`src/rtl/gene_network_stepper_pkg.sv`:
```
// Shared definitions for the gene network stepper: default sizing and the
// sweep controller state encoding.
package gene_network_stepper_pkg;

    localparam int DEF_N         = 8;
    localparam int DEF_MAX_STEPS = 64;

    typedef enum logic [1:0] {
        IDLE = 2'd0,
        LOAD = 2'd1,
        RUN  = 2'd2,
        NEXT = 2'd3
    } state_t;

endpackage

```
`src/rtl/gene_update_rule.sv`:
```
// Combinational threshold update of an N-gene Boolean network: a gene turns on
// when its active activators are at least as many as its active inhibitors.
module gene_update_rule #(
    parameter int               N   = 8,
    parameter logic [N*N-1:0]   ACT = '0,
    parameter logic [N*N-1:0]   INH = '0
) (
    input  logic [N-1:0] x,
    output logic [N-1:0] x_next
);

    localparam int CW = $clog2(N + 1);

    function automatic logic [CW-1:0] popcount(input logic [N-1:0] v);
        logic [CW-1:0] c;
        c = '0;
        for (int b = 0; b < N; b++) begin
            c = c + CW'(v[b]);
        end
        return c;
    endfunction

    always_comb begin
        x_next = '0;
        for (int i = 0; i < N; i++) begin
            x_next[i] = popcount(x & ACT[i*N +: N]) >= popcount(x & INH[i*N +: N]);
        end
    end

endmodule

```
`src/rtl/gene_network_stepper.sv`:
```
// Sweeps every initial state of a threshold Boolean network, stepping it once
// per clock until the external checker flags a fixed point or the step budget runs out.
module gene_network_stepper
    import gene_network_stepper_pkg::*;
#(
    parameter int               N         = DEF_N,
    parameter int               MAX_STEPS = DEF_MAX_STEPS,
    parameter logic [N*N-1:0]   ACT       = '0,
    parameter logic [N*N-1:0]   INH       = '0
) (
    input  logic                          clk,
    input  logic                          rst,
    input  logic                          start,
    input  logic                          flag_in,
    output logic [N-1:0]                  x,
    output logic [N-1:0]                  init_out,
    output logic                          busy,
    output logic                          fp_valid,
    output logic [N-1:0]                  fp_init,
    output logic [N-1:0]                  fp_state,
    output logic [$clog2(MAX_STEPS)-1:0]  fp_steps,
    output logic                          timeout,
    output logic [N:0]                    fp_count,
    output logic                          done
);

    localparam int SW = $clog2(MAX_STEPS);

    state_t         state;
    state_t         state_next;
    logic [SW-1:0]  step_cnt;
    logic [N-1:0]   x_next;
    logic           fp_hit;
    logic           to_hit;
    logic           last_init;

    gene_update_rule #(
        .N   (N),
        .ACT (ACT),
        .INH (INH)
    ) u_rule (
        .x      (x),
        .x_next (x_next)
    );

    assign busy = (state != IDLE);

    always_ff @(posedge clk or negedge rst) begin
        if (!rst) begin
            state <= IDLE;
        end else begin
            state <= state_next;
        end
    end

    // NOTE: every output of this block gets a default first so no path leaves
    // one unassigned, which would otherwise infer a latch.
    always_comb begin
        state_next = state;
        fp_hit     = 1'b0;
        to_hit     = 1'b0;
        last_init  = (init_out == '1);
        case (state)
            IDLE: if (start) state_next = LOAD;
            LOAD: state_next = RUN;
            RUN: begin
                // The checker's flag is one edge late and may still describe the
                // previous trajectory during the first two steps.
                fp_hit = flag_in && (step_cnt >= SW'(2));
                to_hit = !fp_hit && (step_cnt == SW'(MAX_STEPS - 1));
                if (fp_hit || to_hit) state_next = NEXT;
            end
            NEXT: state_next = last_init ? IDLE : LOAD;
            default: state_next = IDLE;
        endcase
    end

    // NOTE: sequential state uses non-blocking assignments so every register
    // samples the pre-edge values regardless of statement order.
    always_ff @(posedge clk or negedge rst) begin
        if (!rst) begin
            x        <= '0;
            init_out <= '0;
            step_cnt <= '0;
            fp_valid <= 1'b0;
            fp_init  <= '0;
            fp_state <= '0;
            fp_steps <= '0;
            timeout  <= 1'b0;
            fp_count <= '0;
            done     <= 1'b0;
        end else begin
            fp_valid <= 1'b0;
            timeout  <= 1'b0;
            done     <= 1'b0;
            case (state)
                IDLE: begin
                    if (start) begin
                        init_out <= '0;
                        fp_count <= '0;
                    end
                end
                LOAD: begin
                    x        <= init_out;
                    step_cnt <= '0;
                end
                RUN: begin
                    if (fp_hit) begin
                        fp_valid <= 1'b1;
                        fp_init  <= init_out;
                        fp_state <= x;
                        fp_steps <= step_cnt;
                        fp_count <= fp_count + (N+1)'(1);
                    end else if (to_hit) begin
                        timeout  <= 1'b1;
                        fp_init  <= init_out;
                        fp_steps <= step_cnt;
                    end else begin
                        x        <= x_next;
                        step_cnt <= step_cnt + SW'(1);
                    end
                end
                NEXT: begin
                    if (last_init) begin
                        done <= 1'b1;
                    end else begin
                        init_out <= init_out + N'(1);
                    end
                end
                default: ;
            endcase
        end
    end

endmodule

```
`config.mk`:
```
export PLATFORM = sky130hd
export DESIGN_NAME = gene_network_stepper
export DESIGN_NICKNAME = d
export VERILOG_FILES = /design/src/rtl/gene_network_stepper_pkg.sv /design/src/rtl/gene_update_rule.sv /design/src/rtl/gene_network_stepper.sv
export SDC_FILE = /design/constraint.sdc
export NUM_CORES = 1
export LEC_CHECK = 0
export BUFFER_PORTS_ARGS = -buffer_cell sky130_fd_sc_hd__buf_2
export CAP_MARGIN = 25
export CELL_PAD_IN_SITES_DETAIL_PLACEMENT = 1
export CELL_PAD_IN_SITES_GLOBAL_PLACEMENT = 2
export CORE_UTILIZATION = 38
export DETAILED_ROUTE_END_ITERATION = 6
export GPL_TIMING_DRIVEN = 0
export HOLD_SLACK_MARGIN = 0.15
export PLACE_DENSITY_LB_ADDON = 0.1
export SLEW_MARGIN = 0
export SYNTH_ARGS = -nofsm -noshare
export SYNTH_HDL_FRONTEND = slang
export SYNTH_SLANG_ARGS = --single-unit
```
`constraint.sdc`:
```
create_clock -name clk -period 3.3 [get_ports clk]
set_clock_uncertainty 0.1 [all_clocks]
set_input_delay 0.495 -clock clk [delete_from_list [all_inputs] [get_ports clk]]
set_output_delay 0.495 -clock clk [all_outputs]
set_load 0.01 [all_outputs]
```
# Word level (Yosys, flattened, before mapping)
# Cells that the tools add are included.
[word_totals]
out_inout_bits = 51
input_bits = 4
elab_cells = 71
register_bits = 58
[op_classes]
n_eq_ne = 11
n_mux = 29
n_reduce_logical = 16
addsub = 3
n_lt_le_gt_ge = 1
[op_table]
columns = ["op", "n"]
rows = [
  ["8-bit 2-to-1 mux", 6],
  ["8-bit case mux with 2 select lines", 2],
  ["6-bit 2-to-1 mux", 4],
  ["9-bit 2-to-1 mux", 2],
  ["9-bit case mux with 2 select lines", 1],
  ["2-bit != test (second input constant)", 6],
  ["6-bit case mux with 2 select lines", 1],
  ["1-bit 2-to-1 mux", 10],
  ["2-bit nonzero test", 5],
  ["9-bit by 1-bit adder with 9-bit output (second input constant)", 1],
  ["3-bit AND reduction", 3],
  ["8-bit by 1-bit adder with 8-bit output (second input constant)", 1],
  ["8-bit == test (second input constant)", 1],
  ["2-bit case mux with 4 select lines", 1],
  ["6-bit by 1-bit adder with 6-bit output (second input constant)", 1],
  ["6-bit == test (second input constant)", 1],
  ["6-bit by 2-bit greater-or-equal comparator with 1-bit output (second input constant)", 1],
  ["2-bit AND reduction", 3],
  ["2-bit == test (second input constant)", 2],
  ["2-bit 2-to-1 mux", 2],
  ["2-bit by 1-bit == test with 1-bit output (second input constant)", 1],
  ["1-bit logical AND", 2],
  ["2-bit zero test", 1],
  ["1-bit zero test", 1],
  ["1-bit logical OR", 1],
]

# Logic depth before layout (Yosys ltp)
[logic_depth]
word_depth = 8
ltp_mapped = 9

# Hierarchy
# From an unflattened synthesis, not the netlist that was laid out.
[unflattened]
cells_unflattened = 271
area_unflattened_um2 = 2911.5
[modules_own_cells]
columns = ["mod", "area_per_inst_um2", "seq_area_each_um2", "n_inst", "cells_per_inst"]
rows = [
  ["gene_network_stepper", 2847.7, 1451.4, 1, 262],
  ["gene_update_rule", 63.8, 0.0, 1, 9],
]

# Least setup slack after synthesis
# No wires, ideal clock.
[synth_path]
path_kind = "register -> register"
from = "register state[0]"
to = "register fp_count[6]"
t_arrival_ns = 1.822
path_stages_with_launch = 8
setup_ns = 0.077
synth_period_minus_slack_ns = 1.999
path_slack_ns = 1.301
t_required_ns = 3.123
n_path_buf = 1
cell_sequence = "dfrtp_1 > inv_1 > ha_1 > buf_2 > nor3b_1 > a21o_1 > or4_1 > a21oi_1"
[synth_between]
elab_chain_cells = 4
word_cells_on_any_way = 8
cone_classes = "eq/ne: 3; mux: 2; reduce/logical: 3"
[synth_rtl]
columns = ["element", "line_no", "text"]
rows = [
  ["start: declaration", "gene_network_stepper.sv:29", "state_t state;"],
  ["start signal: assignment", "gene_network_stepper.sv:52", "state <= state_next;"],
  ["2-bit == test", "gene_network_stepper.sv:63, gene_network_stepper.sv:96", ""],
  ["1-bit 2-to-1 mux", "gene_network_stepper.sv:63", "case (state)"],
  ["2-bit != test (no source line)", "--", ""],
  ["3-bit AND reduction (no source line)", "--", ""],
  ["end signal: assignment", "gene_network_stepper.sv:113", "fp_count <= fp_count + (N+1)'(1);"],
  ["end: declaration", "gene_network_stepper.sv:23", "output logic [N:0] fp_count,"],
]
# Several ways; a longest one is shown, not always the timed one.
# A chain may end at the register's enable or synchronous reset.

# Worst setup path in the final report
[layout_path]
from = "register state[0]"
to = "register step_cnt[1]"
[layout_between]
elab_chain_cells = 4
word_cells_on_any_way = 9
cone_classes = "eq/ne: 4; mux: 3; reduce/logical: 2"
[layout_rtl]
columns = ["element", "line_no", "text"]
rows = [
  ["2-bit == test", "gene_network_stepper.sv:63, gene_network_stepper.sv:96", ""],
  ["1-bit 2-to-1 mux", "gene_network_stepper.sv:63", ""],
  ["2-bit != test (no source line)", "--", ""],
  ["3-bit AND reduction (no source line)", "--", ""],
  ["end signal: assignment", "gene_network_stepper.sv:120", "step_cnt <= step_cnt + SW'(1);"],
  ["end: declaration", "gene_network_stepper.sv:31", "logic [SW-1:0] step_cnt;"],
]
# Several ways; a longest one is shown, not always the timed one.

==> flow_summary.rst <==
.. list-table::
   :header-rows: 1

   * - Metric
     - Value
   * - Seq pwr share
     - 0.376
   * - Reg2Reg Setup Slack
     - between 1 and 1.5 ns
   * - Capturing element type of the critical path
     - flop
   * - Clock share of power
     - 0.227
   * - Final TNS setup
     - 0 ns
   * - Die outline height
     - 88.1 um
   * - # diodes
     - 0
   * - Worst voltage drop across the vdd grid
     - roughly 0.00026 V
   * - Internal Dissipation
     - between 0.0015 and 0.002 W
   * - Post-DR vias/cell
     - 5.21
   * - Post-layout net count
     - 338
   * - Count of unresolved DRC violations after routing
     - 0
   * - Share of layout cells above drive strength 1
     - 0.282
   * - Most frequent cell after synthesis
     - dfrtp_1
   * - Final RePlAce weighted congestion
     - 0.733
   * - I/O Pins
     - 55
   * - Number of failing hold endpoints at the final stage
     - 0
   * - Part of the cycle the worst path needs
     - 0.697
   * - Final critical delay including setup and external delays
     - 2.30 ns
   * - DR vias
     - between 2000 and 2500
   * - Placement Rows
     - 31
   * - Sinks on Clock Net
     - 58
   * - Largest net degree at the start of global routing
     - 32
   * - Logic pwr share
     - 0.397
   * - Unrepaired setup endpoints after global routing
     - no
   * - Bufs on Longest Clock Path
     - 2
   * - Path class of the lowest-slack min-delay path
     - flop to flop
   * - Outcome
     - completed
   * - Starting Density
     - 0.390
   * - Critical Setup Path Class
     - flop to flop
   * - Final WL
     - 6750 um
   * - Instance count after placement with tap cells included
     - 412
   * - Clock tree from TritonCTS
     - yes
   * - Worst-skew pair later-pin latency
     - 0.33 ns
   * - Area of the mapped netlist
     - 2820 um^2
   * - Async SR Flop Fraction
     - 1.00
   * - IO Port Bufs
     - 54
   * - Count of mapped cells out of synthesis
     - 258
   * - Via count of the first global-routing pass
     - 2222
   * - Number of setup violations in the final report
     - 0
   * - Slew at the pin with the worst max-slew slack
     - about 0.8 ns
   * - First-pass iteration count of the detailed router
     - 4
   * - Switching portion of total power
     - 0.386
   * - Critical Path Fanout Max
     - 10
   * - Syn nets
     - between 200 and 300
   * - Clock slew at reported path FFs
     - 0.07 ns
   * - PwrDens
     - 856 nW/um^2
   * - Number of H-tree levels
     - 3
   * - Sequential cell area fraction in the yosys report
     - 0.516
   * - Final Slew Violations
     - 0
   * - Reg-to-reg critical path endpoint
     - step_cnt[1]
   * - Worst hold path cell count
     - 1
   * - Maximum achievable frequency
     - around 430 MHz
   * - Average cell area after synthesis
     - roughly 11 um^2
   * - Overflow left after global routing
     - 0
   * - Worst Reg2Reg Path Length in Cells
     - 9
   * - Number of filler cells placed in the layout
     - between 800 and 900
   * - Core utilization of the finished layout
     - 0.477
   * - Number of synthesized register bits
     - 58
   * - Half-perimeter wire length after placement
     - 4950 um
   * - Startpoint types
     - flop
   * - Total global routing track utilization
     - 0.191
   * - Count of antenna-violating nets left after detailed routing
     - 0
   * - Cell type with the largest total area after synthesis
     - dfrtp_1
   * - Post-Layout Cell Count
     - 429
   * - Required time at the endpoint of the critical path
     - 3.41 ns
   * - Area enclosed by the die boundary
     - roughly 7800 um^2
   * - Count of warnings emitted by yosys
     - 0
   * - Clock buffers created by TritonCTS
     - 9
   * - Worst Hold Margin
     - 0.383 ns
   * - Placeable Area
     - 7210 um^2
   * - Commonest cells in the synthesized netlist
     - dfrtp_1 (58), nor2_1 (24), a21oi_1 (22)
   * - Routed len/inst
     - ~16 um
   * - Width of the die
     - 88.1 um
   * - Clock root cell
     - clkbuf_8
   * - Most frequently used flop master after synthesis
     - dfrtp_1
   * - Reg2Reg Launch Point
     - state[0]
   * - Portion of synthesized cell area occupied by the leading cell type
     - 0.516
   * - Iteration-0 DRC Markers
     - 74
   * - Max-slew headroom at the worst pin
     - 0.451
   * - Wire length of the first global-routing pass
     - 11200 um
   * - Capture endpoint of the worst hold path
     - fp_state[3]
   * - Number of maximum-capacitance constraint violations
     - 0
   * - Beginning of the worst hold path
     - fp_state[3]
   * - Critical Path AT
     - 2.41 ns
   * - Switch Pwr
     - 0.00114 W
   * - Sequential cell area in the final layout
     - 1450 um^2
   * - Lkg Pwr
     - 1.68 nW
   * - Area of the multi-input gates
     - 1280 um^2
   * - Top cells by area, synth
     - dfrtp_1 (52%), mux2_4 (5.3%), mux2_1 (4.4%)
   * - Area Overhead vs Synth
     - 22.4%
   * - Number of enable-type register cells in the synthesized netlist
     - 0
   * - Number of distinct library cell variants in the gate-level netlist after synthesis
     - 45
   * - Number of antenna violations at the first check in global routing
     - 0
-- layer usage --
metal	global-route usage	wire, um
met5	0	0
met4	0.0616	65
met3	0.0386	178
met2	0.300	3120
met1	0.267	3380
-- cell families after synthesis --
family / count (synthesis) / share of synthesized area
muxes: 31 / 0.134
buffers and inverters: 19 / 0.0302
AOI/OAI and AO/OA: 53 / 0.118
and+or+nand+nor: 87 / 0.159
adders and majority gates: 9 / 0.0400
xor gates and xnor gates: 1 / 0.00311
DFF: 58 / 0.516
-- cell usage in the layout (no fill, tap or decap), types with 2 or more instances in the layout --
cell and count:
o21ai_0 10, nor2b_1 3, buf_2 59, ha_1 9
a21oi_1 22, nor3b_1 2, o31ai_1 2, clkbuf_8 11
nor4_1 4, nand4_1 6, mux2_1 11, mux2_4 10
dfrtp_1 58, clkinvlp_4 2, inv_1 9, mux2i_1 7
nor3_1 2, mux2_2 3, a31o_2 2, nand2_1 20
a41o_1 2, and3_1 4, or3_1 4, a31oi_1 3
nand3_1 8, or4_1 2, clkbuf_1 5, nor2_1 24
nand2b_1 4
-- stage by stage --
step                instance area, um^2  worst slack (ns)  power, W
global route                       3440             0.767   0.00319
floorplan                          2820              1.30   0.00188
global placement                   3210             0.993   0.00227
CTS                                3440             0.970   0.00300
detailed placement                 3230             0.975   0.00232
finish                             3440              1.00   0.00295
-- state kept, by name, summed over array words and instances (netlist names) --
register  flops
fp_valid      1
fp_steps      6
fp_count      9
init_out      8
state         2
done          1
fp_init       8
fp_state      8
timeout       1
x             8
step_cnt      6
-- critical path: stages (launching register included) --
cell	delay (ns)
dfrtp_1	0.42
inv_1	0.14
ha_1	0.15
buf_2	0.21
nor3b_1	0.36
a21bo_1	0.16
buf_2	0.19
nand2_1	0.10
buf_2	0.22
mux2i_1	0.14
-- power by group through the flow --
stage / clock network (W) / logic [W] / registers, W
after detailed placement: 0 / 0.00119 / 0.00113
after global placement: 0 / 0.00115 / 0.00112
after global routing: 0.000718 / 0.00133 / 0.00114
final: 0.000669 / 0.00117 / 0.00111
after CTS: 0.000691 / 0.00119 / 0.00112
after floorplan: 0 / 0.000712 / 0.00117
-- layout make-up --
| cell class | count | share of cell area |
|---|---|---|
| Buffer | 10 | 0.0149 |
| Inverter | 9 | 0.00981 |
| Tap cell | 99 | 0.0360 |
| Sequential cell | 58 | 0.421 |
| Timing Repair Buffer | 56 | 0.0872 |
| Clock inverter | 4 | 0.0145 |
| Clock buffer | 12 | 0.0450 |
| Multi-Input combinational cell | 181 | 0.371 |
-- worst max path at each step --
stage          startpoint           to  slack (ns)  cells after the start
4_1_cts          state[0]  step_cnt[1]        0.97                      9
2_1_floorplan    state[0]  fp_count[6]        1.30                      7
5_1_grt          state[0]     state[0]        0.77                      9
3_3_place_gp     state[0]   fp_init[6]        0.99                      8
3_5_place_dp     state[0]  step_cnt[1]        0.97                      9
6_report         state[0]  step_cnt[1]        1.00                      9
-- timing repair --
action | 4_1_cts | 5_1_grt
setup buffers | 0 | 0
setup endpoints to repair | 0 | 0
hold endpoints to repair | 10 | 0
gates resized for setup | 0 | 0
hold buffers | 1 | 0
(Power assumes the default switching activity.)
